`src/rtl/demux7out_buf_if.sv`:
```
// rtl/demux7out_buf_if.sv - input/output handshake bundle for the buffered 1-to-7 router
interface demux7out_buf_if #(
    parameter int WIDTH = 32
);
    logic             in_valid;
    logic             in_ready;
    logic [2:0]       Order;
    logic [WIDTH-1:0] DataIn;
    logic [6:0]       out_valid;
    logic [6:0]       out_ready;
    logic [WIDTH-1:0] DataOut;
    logic             err;

    // Environment side: produces words and consumer readies
    modport master (
        output in_valid, Order, DataIn, out_ready,
        input  in_ready, out_valid, DataOut, err
    );

    // Router side
    modport slave (
        input  in_valid, Order, DataIn, out_ready,
        output in_ready, out_valid, DataOut, err
    );
endinterface

```
`src/rtl/demux7out_buf.sv`:
```
// rtl/demux7out_buf.sv - buffered 1-to-7 router, FIFO of {Order, DataIn}; optional per-channel pop counters under ROUTE_CNT_EN
module demux7out_buf #(
    parameter int WIDTH = 32,
    parameter int DEPTH = 2
) (
    input  logic               clk,
    input  logic               rst_n,
    demux7out_buf_if.slave     bus
`ifdef ROUTE_CNT_EN
    ,
    input  logic [2:0]         cnt_sel,
    output logic [15:0]        cnt_val
`endif
);

    localparam int PTR_W = (DEPTH > 1) ? $clog2(DEPTH) : 1;
    localparam logic [PTR_W:0] FULL_COUNT = (PTR_W + 1)'(DEPTH);
    localparam logic [2:0] ILLEGAL_ORDER = 3'b111;

    logic [2:0]       ord_mem  [DEPTH];
    logic [WIDTH-1:0] data_mem [DEPTH];
    logic [PTR_W-1:0] wr_ptr;
    logic [PTR_W-1:0] rd_ptr;
    logic [PTR_W:0]   count;
    logic [WIDTH-1:0] last_data;
    logic             err_q;

    logic             not_empty;
    logic             accept;
    logic             push;
    logic             bad_order;
    logic             pop;
    logic [2:0]       head_order;
    logic [WIDTH-1:0] head_data;
    logic [7:0]       head_onehot;
    logic [7:0]       ready_ext;

    // Handshake decode; everything visible on the output side comes from storage or count
    always_comb begin
        not_empty   = (count != '0);
        head_order  = ord_mem[rd_ptr];
        head_data   = data_mem[rd_ptr];
        head_onehot = 8'b1 << head_order;
        // Eighth bit pads the 3-bit index; illegal orders are never stored so it stays unused
        ready_ext   = {1'b0, bus.out_ready};
        accept      = bus.in_valid & bus.in_ready;
        bad_order   = accept & (bus.Order == ILLEGAL_ORDER);
        push        = accept & (bus.Order != ILLEGAL_ORDER);
        pop         = not_empty & ready_ext[head_order];
    end

    // No bypass: a full FIFO refuses input even when a pop is happening
    assign bus.in_ready  = (count < FULL_COUNT);
    assign bus.out_valid = not_empty ? head_onehot[6:0] : 7'b0;
    // When empty, the last popped word stays on the bus (0 after reset)
    assign bus.DataOut   = not_empty ? head_data : last_data;
    assign bus.err       = err_q;

    // FIFO storage: written only for legal orders
    always_ff @(posedge clk or negedge rst_n) begin
        if (!rst_n) begin
            for (int i = 0; i < DEPTH; i++) begin
                ord_mem[i]  <= '0;
                data_mem[i] <= '0;
            end
        end else if (push) begin
            ord_mem[wr_ptr]  <= bus.Order;
            data_mem[wr_ptr] <= bus.DataIn;
        end
    end

    // Pointers, occupancy, held output word and sticky error flag
    always_ff @(posedge clk or negedge rst_n) begin
        if (!rst_n) begin
            wr_ptr    <= '0;
            rd_ptr    <= '0;
            count     <= '0;
            last_data <= '0;
            err_q     <= 1'b0;
        end else begin
            if (push) begin
                wr_ptr <= wr_ptr + 1'b1;
            end
            if (pop) begin
                rd_ptr    <= rd_ptr + 1'b1;
                last_data <= head_data;
            end
            case ({push, pop})
                2'b10:   count <= count + 1'b1;
                2'b01:   count <= count - 1'b1;
                default: count <= count;
            endcase
            if (bad_order) begin
                err_q <= 1'b1;
            end
        end
    end

`ifdef ROUTE_CNT_EN
    logic [15:0] route_cnt [7];
    logic [15:0] cnt_mux;

    // One wrapping pop counter per destination channel
    always_ff @(posedge clk or negedge rst_n) begin
        if (!rst_n) begin
            for (int k = 0; k < 7; k++) begin
                route_cnt[k] <= '0;
            end
        end else begin
            for (int k = 0; k < 7; k++) begin
                if (pop && (head_order == 3'(k))) begin
                    route_cnt[k] <= route_cnt[k] + 16'd1;
                end
            end
        end
    end

    // Counter readback select; selector value 7 reads as zero
    always_comb begin
        cnt_mux = '0;
        for (int k = 0; k < 7; k++) begin
            if (cnt_sel == 3'(k)) begin
                cnt_mux = route_cnt[k];
            end
        end
    end

    // Registered readback, one cycle behind cnt_sel
    always_ff @(posedge clk or negedge rst_n) begin
        if (!rst_n) begin
            cnt_val <= '0;
        end else begin
            cnt_val <= cnt_mux;
        end
    end
`endif

endmodule

```
`src/flat_wrapper.sv`:
```
// flat-port wrapper written by rule: the top's interface ports become plain ports
module demux7out_buf_flat 
#(
    parameter int WIDTH = 32,
    parameter int DEPTH = 2
)
  (clk, rst_n, bus_in_valid, bus_Order, bus_DataIn, bus_out_ready, bus_in_ready, bus_out_valid, bus_DataOut, bus_err);
  demux7out_buf_if #(.WIDTH(WIDTH)) bus_i ();
  input  logic clk;
  input  logic rst_n;
  input wire logic [$bits(bus_i.in_valid)-1:0] bus_in_valid;
  input wire logic [$bits(bus_i.Order)-1:0] bus_Order;
  input wire logic [$bits(bus_i.DataIn)-1:0] bus_DataIn;
  input wire logic [$bits(bus_i.out_ready)-1:0] bus_out_ready;
  output wire logic [$bits(bus_i.in_ready)-1:0] bus_in_ready;
  output wire logic [$bits(bus_i.out_valid)-1:0] bus_out_valid;
  output wire logic [$bits(bus_i.DataOut)-1:0] bus_DataOut;
  output wire logic [$bits(bus_i.err)-1:0] bus_err;
  assign bus_i.in_valid = bus_in_valid;
  assign bus_i.Order = bus_Order;
  assign bus_i.DataIn = bus_DataIn;
  assign bus_i.out_ready = bus_out_ready;
  assign bus_in_ready = bus_i.in_ready;
  assign bus_out_valid = bus_i.out_valid;
  assign bus_DataOut = bus_i.DataOut;
  assign bus_err = bus_i.err;
  demux7out_buf #(.WIDTH(WIDTH), .DEPTH(DEPTH)) u_core (.clk(clk), .rst_n(rst_n), .bus(bus_i));
endmodule
```
`config.mk`:
```
export PLATFORM = sky130hd
export DESIGN_NAME = demux7out_buf_flat
export DESIGN_NICKNAME = d
export VERILOG_FILES = /design/src/rtl/demux7out_buf_if.sv /design/src/rtl/demux7out_buf.sv /design/src/flat_wrapper.sv
export SDC_FILE = /design/constraint.sdc
export NUM_CORES = 1
export LEC_CHECK = 0
export BUFFER_PORTS_ARGS = -buffer_cell sky130_fd_sc_hd__clkbuf_2
export CAP_MARGIN = 10
export CORE_MARGIN = 3
export CORE_UTILIZATION = 58
export CTS_BUF_LIST = sky130_fd_sc_hd__clkbuf_8
export CTS_CLUSTER_SIZE = 40
export DETAILED_ROUTE_END_ITERATION = 6
export GPL_ROUTABILITY_DRIVEN = 1
export PLACE_DENSITY = 0.82
export SETUP_SLACK_MARGIN = 0.2
export SYNTH_ARGS = -nofsm -noshare
export SYNTH_HDL_FRONTEND = slang
export SYNTH_SLANG_ARGS = --single-unit
```
`constraint.sdc`:
```
create_clock -name clk -period 3.1 [get_ports clk]
set_clock_uncertainty 0.05 [all_clocks]
set_input_delay 0.31 -clock clk [delete_from_list [all_inputs] [get_ports clk]]
set_output_delay 0.31 -clock clk [all_outputs]
set_load 0.01 [all_outputs]
```
# Word level (Yosys, flattened, before mapping)
# Index checks and enable logic that the tools add are counted.
# word_totals
out_inout_bits	41
mem_count	0
ramBits	0
latch_bits	0
regBits	107
mem_bits_ro	0
in_bits	45
# op_classes
n_mux	17
n_lt_le_gt_ge	5
shift	1
addsub	4
bitwise_logic	6
n_mul	0
eq_ne	4
reduce_logical	3
div	0
# ops
cell	n
32-bit 2-to-1 mux	5
64-bit bitwise mux	1
32-bit demux with 1-bit select	1
3-bit 2-to-1 mux	4
7-bit 2-to-1 mux	1
1-bit by 3-bit left shift with 7-bit output (first input constant)	1
6-bit bitwise mux	1
1-bit bitwise AND	4
2-bit greater-or-equal comparator (second input constant)	2
3-bit by 4-bit < comparator with 1-bit output (second input constant)	1
1-bit inverter with 2-bit output	2
2-bit one-hot mux with 2 select lines	1
2-bit nonzero test	2
1-bit binary-select mux with 3-bit select	1
3-bit demux with 1-bit select	1
3-bit equality test (second input constant)	1
3-bit inequality test (second input constant)	1
1-bit adder (second input constant)	2
2-bit by 1-bit adder with 2-bit output (second input constant)	1
2-bit by 1-bit equality test with 1-bit output (second input constant)	1
2-bit equality test (second input constant)	1
2-bit by 1-bit < comparator with 1-bit output (second input constant)	1
2-bit < comparator (second input constant)	1
2-bit by 1-bit subtractor with 2-bit output (second input constant)	1
other kinds (2)	2

# Longest topological paths before layout
# Gate-level depths: netlist of the first run.
# depth
ltp_word	9
ltp_mapped	13

# Worst setup path after synthesis of the first run
# OpenSTA, ideal clock, no wires.
# synth_timing
kind	reg2reg
from	reg u_core.rd_ptr
to	reg u_core.count[1]
path_stages_with_launch	13
required_time_ps	2970
path_buffers	4
t_arrival_ps	2121
period_less_slack_ps	2251
path_slack_ps	849
path_cell_list	dfrtp_1 buf_6 buf_6 mux2i_2 o21bai_1 inv_2 a22oi_1 buf_6 buf_6 inv_1 ha_1 nor2_1 xnor2_1
# synth_via
elab_chain_cells	9
# synth_rtl
item	line_no	rtl
start: declaration	demux7out_buf.sv:23	logic [PTR_W-1:0] rd_ptr;
start signal: assignment	demux7out_buf.sv:85	rd_ptr <= rd_ptr + 1'b1;
1-bit inverter with 2-bit output (implied by the code) *	demux7out_buf.sv:41	head_order = ord_mem[rd_ptr];
3-bit 2-to-1 mux (implied by the code) * (3 in a row)	demux7out_buf.sv:41	
1-bit binary-select mux with 3-bit select *	demux7out_buf.sv:49	pop = not_empty & ready_ext[head_order];
1-bit 2-to-1 mux (implied by the code) *	demux7out_buf.sv:49	
1-bit bitwise AND *	demux7out_buf.sv:49	
via u_core.pop	demux7out_buf.sv:32	logic pop;
2-bit by 1-bit equality test with 1-bit output / 2-bit equality test (equally long branches)	demux7out_buf.sv:88	case ({push, pop})
2-bit one-hot mux with 2 select lines / 2-bit nonzero test (equally long branches)	n/a	
end signal: assignment	demux7out_buf.sv:89	2'b10: count <= count + 1'b1;
end signal: assignment	demux7out_buf.sv:90	2'b01: count <= count - 1'b1;
end signal: assignment	demux7out_buf.sv:91	default: count <= count;
end: declaration	demux7out_buf.sv:24	logic [PTR_W:0] count;
# The timed path passes the listed nets; every way through them passes the cells marked *. The select of a mux whose other input is x is not followed.
# A chain may end at the register's enable or synchronous reset.

# Final worst setup path of the first run
# layout_timing
from	reg u_core.rd_ptr
to	out bus_DataOut[22]
# layout_via
elab_chain_cells	5
# layout_rtl
item	line_no	rtl
1-bit inverter with 2-bit output (implied by the code)	demux7out_buf.sv:42	head_data = data_mem[rd_ptr];
32-bit 2-to-1 mux (implied by the code) (3 in a row)	demux7out_buf.sv:42	
32-bit 2-to-1 mux	demux7out_buf.sv:56	assign bus.DataOut = not_empty ? head_data : last_data;
end: declaration	flat_wrapper.sv:17	output wire logic [$bits(bus_i.DataOut)-1:0] bus_DataOut;
# Every way passes these cells. The select of a mux whose other input is x is not followed.

==> flow_summary.json, run 1 <==
{
  "yosysTopAreaCellShare": 0.541,
  "ys_types": 30,
  "holdWs_ns": 0.0618,
  "gp_congestion": 0.876,
  "clock_sinks": 107,
  "synth_compound_area_frac": 0.0450,
  "cts_hold_buf": 0,
  "hold_viol": 0,
  "ys_seq_area_frac": 0.541,
  "reg2reg_depth": 9,
  "worstSetupPathType": "register to output pin",
  "synth-xor-area-share": 0.00884,
  "critPathMaxStageDelay_ns": 0.68,
  "critPathMaxFanout": 25,
  "num-fill-cells": 627,
  "hpwl_mm": 6.34,
  "vias": 3205,
  "fmax_mhz": 369,
  "syn_to_final_growth_pct": 14.3,
  "grt_pass1_vias": 3414,
  "clk_latency_ns": 0.37,
  "crit_top_cell": "mux2_2",
  "post_drt_wl_per_cell_um": 15.8,
  "yosysTopAreaCell": "dfrtp_1",
  "syn_area_per_cell_um2": 12.3,
  "die_h_um": 98.4,
  "rsz0062_at_grt": "false",
  "final_nets": 530,
  "relSlewSlack": 0.286,
  "mostFrequentLayoutCells": "dfrtp_1, clkbuf_2, mux2_2",
  "cp_data_arrival_time_ns": 2.35,
  "synth_mux_area_frac": 0.305,
  "crit_path_start_kind": "register",
  "cts_root_buf": "clkbuf_8",
  "grt_overflow": 0,
  "io_pins": 86,
  "power_density_nw_per_um2": 1260,
  "final_common_cell": "dfrtp_1",
  "ant_nets": 0,
  "ys_seq_elements": 107,
  "finalCritPeriodShare": 0.875,
  "setup_tns_ns": 0,
  "start_util": 0.600,
  "port_buffers": 85,
  "cts_tree": "done",
  "synth_fp_nets": 448,
  "postCtsSetupBuffers": 0,
  "std_cell_rows": 33,
  "first_pass_iters": 4,
  "fin_crit_ns": 2.71,
  "required_ns": 2.74,
  "fp.dieW_um": 98.4,
  "antennaDiodeCount": 0,
  "crit_path_end_kind": "output pin",
  "antenna_found_initial": 0,
  "netlist_area_um2": 4950,
  "slowest_stage": "dfrtp_2",
  "drt_iter0_drc": 63,
  "slew_viol_final": 0,
  "leakage_uw": 0.00286,
  "worstPathCellList": "buf_4 > mux2_2 > mux2_2 > clkbuf_2",
  "status": "completed",
  "ir_worst_vdd_mv": 0.689,
  "synth-simple-area-share": 0.0437,
  "numCtsBuffers": 9,
  "htree_num_levels": 3,
  "setup_violations": 0,
  "grt_pass1_wl_mm": 16.2,
  "netlist_instances": 402,
  "path_clk_slew_ns": 0.10,
  "synth_top_family_by_area": "multiplexers",
  "die_area_um2": 9680,
  "hold_path_class": "primary input to async pin",
  "drc_errors": 0,
  "wirelength_mm": 9.37,
  "viasPerCell": 5.40,
  "cts_buffer_depth": 2,
  "grtUsageTotal": 0.208,
  "synthTopCellsByArea": "dfrtp_1, mux2_2, mux2i_1",
  "drive_gt1_frac": 0.391,
  "yosys.area_share.adder": 0.00253,
  "yosysWarningCount": 0,
  "grt_max_degree": 89,
  "post_cts_resized": 0,
  "worst_slew_pin_slew_ns": 1.07,
  "cap_violations": 0,
  "core_um2": 8260
}
## worst max-delay path: cells and delay by family, from the launching register on
kind | cells | cell delay [ns]
buffers and inverters | 2 | 0.62
DFF | 1 | 0.68
muxes | 2 | 0.67
## metrics by stage
step / setup slack, ns / instance area, um^2 / power [uW] / utilization / cells
after floorplan: 0.849 / 4950 / 5340 / - / 402
after global placement: 0.665 / 5450 / 6150 / 0.660 / 578
after detailed placement: 0.527 / 5450 / 6330 / 0.660 / 578
after CTS: 0.361 / 5660 / 7220 / 0.685 / 594
after global routing: 0.275 / 5660 / 7710 / 0.685 / 594
final: 0.387 / 5660 / 7140 / 0.685 / 594
## layout make-up
| cell class | count | area (um^2) | share of cell area |
|---|---|---|---|
| clock buffers | 10 | 138 | 0.0243 |
| clock inverters | 6 | 73.8 | 0.0130 |
| inverters | 35 | 131 | 0.0232 |
| multi-input cells | 238 | 2020 | 0.357 |
| flip-flops and latches | 107 | 2680 | 0.473 |
| well taps | 105 | 131 | 0.0232 |
| repair buffers | 93 | 488 | 0.0862 |
## Yosys cell counts
| master | n |
|---|---|
| buf_6 | 6 |
| o21ai_1 | 1 |
| mux2i_2 | 2 |
| nand4_1 | 1 |
| mux2_1 | 1 |
| nand2_2 | 1 |
| a2111oi_1 | 1 |
| xnor2_1 | 5 |
| buf_1 | 2 |
| or2_2 | 1 |
| clkbuf_1 | 7 |
| mux2_2 | 73 |
| nand2_1 | 3 |
| nand3_1 | 3 |
| ha_1 | 1 |
| mux2i_1 | 65 |
| buf_2 | 7 |
| a311oi_2 | 1 |
| o21bai_1 | 2 |
| a22oi_1 | 1 |
| inv_1 | 34 |
| o22a_1 | 1 |
| inv_2 | 1 |
| a21oi_1 | 31 |
| and3b_1 | 1 |
| nor2b_1 | 1 |
| nand2b_1 | 1 |
| dfrtp_1 | 107 |
| a31oi_1 | 1 |
| nor2_1 | 40 |
## metal layers
metal	part of all wire	track usage
met3	0.044	0.0386
met4	0.015	0.0735
met5	0	0
met1	0.44	0.268
met2	0.51	0.354
## registers in the layout, summed over array words and instances (netlist names)
| signal | cells |
|---|---|
| u_core.ord_mem | 6 |
| u_core.last_data | 32 |
| u_core.bus.err | 1 |
| u_core.data_mem | 64 |
| u_core.wr_ptr | 1 |
| u_core.rd_ptr | 1 |
| u_core.count | 2 |
## final timing paths
path,from,to,slack (ns)
worst max-delay path,u_core.rd_ptr$_DFFE_PN0P_,bus_DataOut[22],0.39
worst min-delay path,rst_n,u_core.data_mem[7]$_DFFE_PN0P_,0.06
worst max register to register,u_core.rd_ptr$_DFFE_PN0P_,u_core.count[1]$_DFFE_PN0P_,0.47
worst min register to register,u_core.bus.err$_DFFE_PN0P_,u_core.bus.err$_DFFE_PN0P_,0.45
max in group asynchronous,rst_n,u_core.data_mem[31]$_DFFE_PN0P_,2.13
min in group clk,bus_DataIn[0],u_core.data_mem[0]$_DFFE_PN0P_,0.13
## power breakdown
part           total (uW)  internal (uW)  switching (uW)
sequential           2590           2150             445
combinational        3660           1780            1880
clock                 884            404             480
## logic make-up (layout without fill, tap and decap cells)
logic type / Yosys count / in the layout
buffers and inverters: 57 / 144
muxes: 141 / 141
AOI/OAI and AO/OA: 39 / 39
xor gates and xnor gates: 5 / 5
and+or+nand+nor: 52 / 52
DFF: 107 / 107
adders and majority gates: 1 / 1
Note: power is estimated with default switching activity, not from simulation.
==> run 2, diff against run 1 <==
GPL_TIMING_DRIVEN = 0   (was unset)
==> run 2 against run 1 <==
  * Maximum frequency is 7.7% higher
  * Hold slack better by 0.082 ns
  * Setup slack better by 0.19 ns
  * Sequential share of layout area is 0.80 points lower
  * Combinational power is 5.7% higher
  * First-iteration DRC count is 73% higher
  * Clock power hardly changed
  * Via count is 0.84% higher
  * Core utilization is 1.2 points higher
  * Sequential power is 2% lower
  * Clock-buffer cell count is 1 lower
  * Final area is 1.7% higher
  * Critical endpoint is now u_core.count[1]$_DFFE_PN0P_
  * Largest cell class unchanged
  * Largest power group unchanged
==> flow_summary.json, run 2 (synthesized netlist as in run 1, its figures left out) <==
{
  "ant_nets": 0,
  "clock_sinks": 107,
  "final_nets": 546,
  "numCtsBuffers": 9,
  "grt_overflow": 0,
  "crit_top_cell": "buf_6",
  "clk_latency_ns": 0.35,
  "hold_viol": 0,
  "first_pass_iters": 4,
  "grt_pass1_wl_mm": 16.2,
  "final_area_um2": 5760,
  "grt_pass1_vias": 3475,
  "antenna_found_initial": 0,
  "regMostFlops": "u_core.data_mem",
  "path_buf_inv": 6,
  "setup_tns_ns": 0,
  "final_common_cell": "dfrtp_1",
  "crit_path_start_kind": "register",
  "die_h_um": 98.4,
  "antennaDiodeCount": 0,
  "top_regs": "u_core.data_mem: 64 flops, u_core.last_data: 32 flops, u_core.ord_mem: 6 flops",
  "htree_num_levels": 3,
  "fmax_mhz": 397,
  "critPathTopFamily": "buffers and inverters",
  "gp_congestion": 0.836,
  "fin_util": 0.697,
  "io_pins": 86,
  "core_um2": 8260,
  "post_drt_wl_per_cell_um": 15.7,
  "relSlewSlack": 0.539,
  "postCtsSetupBuffers": 0,
  "required_ns": 3.29,
  "die_area_um2": 9680,
  "critPathMaxStageDelay_ns": 0.35,
  "hpwl_mm": 6.98,
  "worstPathCellList": "buf_6 > buf_6 > mux2i_2 > o21bai_1 > inv_2 > a22oi_1 > buf_6 > buf_6 > inv_1 > ha_1 > xnor2_1 > nor2_1 > xnor2_1",
  "placed_area_um2": 5540,
  "cts_root_buf": "clkbuf_8",
  "largest_reg_flops": 64,
  "cts_tree": "done",
  "grtUsageTotal": 0.208,
  "std_cell_rows": 33,
  "cap_violations": 0,
  "drive_gt1_frac": 0.381,
  "hold_path_class": "primary input to register",
  "setup_violations": 0,
  "num-fill-cells": 605,
  "wirelength_mm": 9.58,
  "drt_iter0_drc": 109,
  "finalCritPeriodShare": 0.813,
  "critPathMaxFanout": 10,
  "place_ws_ns": 0.566,
  "slowest_stage": "dfrtp_1",
  "worst_slew_pin_slew_ns": 0.689,
  "vias": 3232,
  "viasPerCell": 5.31,
  "cts_buffer_depth": 2,
  "finalPower_uw": 7290,
  "fin_crit_ns": 2.52,
  "grt_max_degree": 64,
  "leakage_uw": 0.00292,
  "cp_data_arrival_time_ns": 2.71,
  "status": "completed",
  "port_buffers": 85,
  "drc_errors": 0,
  "fp.dieW_um": 98.4,
  "start_util": 0.600,
  "slew_viol_final": 0,
  "worstSetupPathType": "register to register",
  "crit_path_end_kind": "register",
  "syn_to_final_growth_pct": 16.2,
  "power_density_nw_per_um2": 1270,
  "mostFrequentLayoutCells": "dfrtp_1, clkbuf_2, mux2_2",
  "ir_worst_vdd_mv": 0.624,
  "path_clk_slew_ns": 0.10,
  "fin_ws_ns": 0.580,
  "rsz0062_at_grt": "false"
}
run 2: changes by cell type in the layout (fill, tap and decap cells not counted), sizes merged:
cell,change
bufinv,+1
buf,+7
clkinv,+1
dlygate4sd3,+1
clkbuf,+7
clkinvlp,-2
run 2: power by group:
part	switching [uW]	internal [uW]	total [uW]
Combinational	1980	1890	3870
Sequential	386	2150	2530
Clock	435	447	882
Total	2800	4490	7290
run 2: worst paths after layout:
check | from | to | slack [ns] | depth (start not counted)
setup / recovery | u_core.rd_ptr$_DFFE_PN0P_ | u_core.count[1]$_DFFE_PN0P_ | 0.58 | 13
hold / removal | bus_DataIn[7] | u_core.data_mem[39]$_DFFE_PN0P_ | 0.14 | 2
setup reg to reg | u_core.rd_ptr$_DFFE_PN0P_ | u_core.count[1]$_DFFE_PN0P_ | 0.58 | 13
hold reg to reg | u_core.bus.err$_DFFE_PN0P_ | u_core.bus.err$_DFFE_PN0P_ | 0.45 | 1
max in group asynchronous | rst_n | u_core.data_mem[25]$_DFFE_PN0P_ | 1.80 | 3
min in group asynchronous | rst_n | u_core.data_mem[39]$_DFFE_PN0P_ | 0.48 | 2
run 2: final cells by class:
class | instances | area [um^2] | area share
Multi-Input combinational cell | 238 | 2010 | 0.349
Clock inverter | 6 | 82.6 | 0.0143
Inverter | 35 | 131 | 0.0228
Sequential cell | 107 | 2680 | 0.465
Buffer | 22 | 136 | 0.0237
Tap cell | 105 | 131 | 0.0228
Timing Repair Buffer | 87 | 465 | 0.0809
Clock buffer | 9 | 124 | 0.0215
run 2: repair_timing:
action | in CTS | in global routing
hold buffers | 1 | 0
endpoints found under the hold margin | 44 | 0
resized for setup | 0 | 0
setup endpoints to repair | 0 | 0
run 2: through the flow:
| stage | hold slack [ns] | std cells |
|---|---|---|
| finish | 0.144 | 609 |
| global route | 0.134 | 609 |
| CTS | 0.133 | 609 |
| detailed placement | 0.346 | 593 |
| global placement | 0.408 | 592 |
| floorplan | -0.0356 | 402 |
run 2: worst reg2reg max path, cell delays in order, from the launching register on:
cell,delay [ns]
dfrtp_1,0.35
buf_6,0.13
buf_6,0.16
mux2i_2,0.24
o21bai_1,0.22
inv_2,0.05
a22oi_1,0.23
buf_6,0.19
buf_6,0.19
inv_1,0.06
ha_1,0.21
xnor2_1,0.16
nor2_1,0.07
xnor2_1,0.12
run 2: metal layers:
metal	track usage	share of wire
met5	0	0
met4	0.0599	0.015
met3	0.0514	0.052
met2	0.352	0.50
met1	0.268	0.44
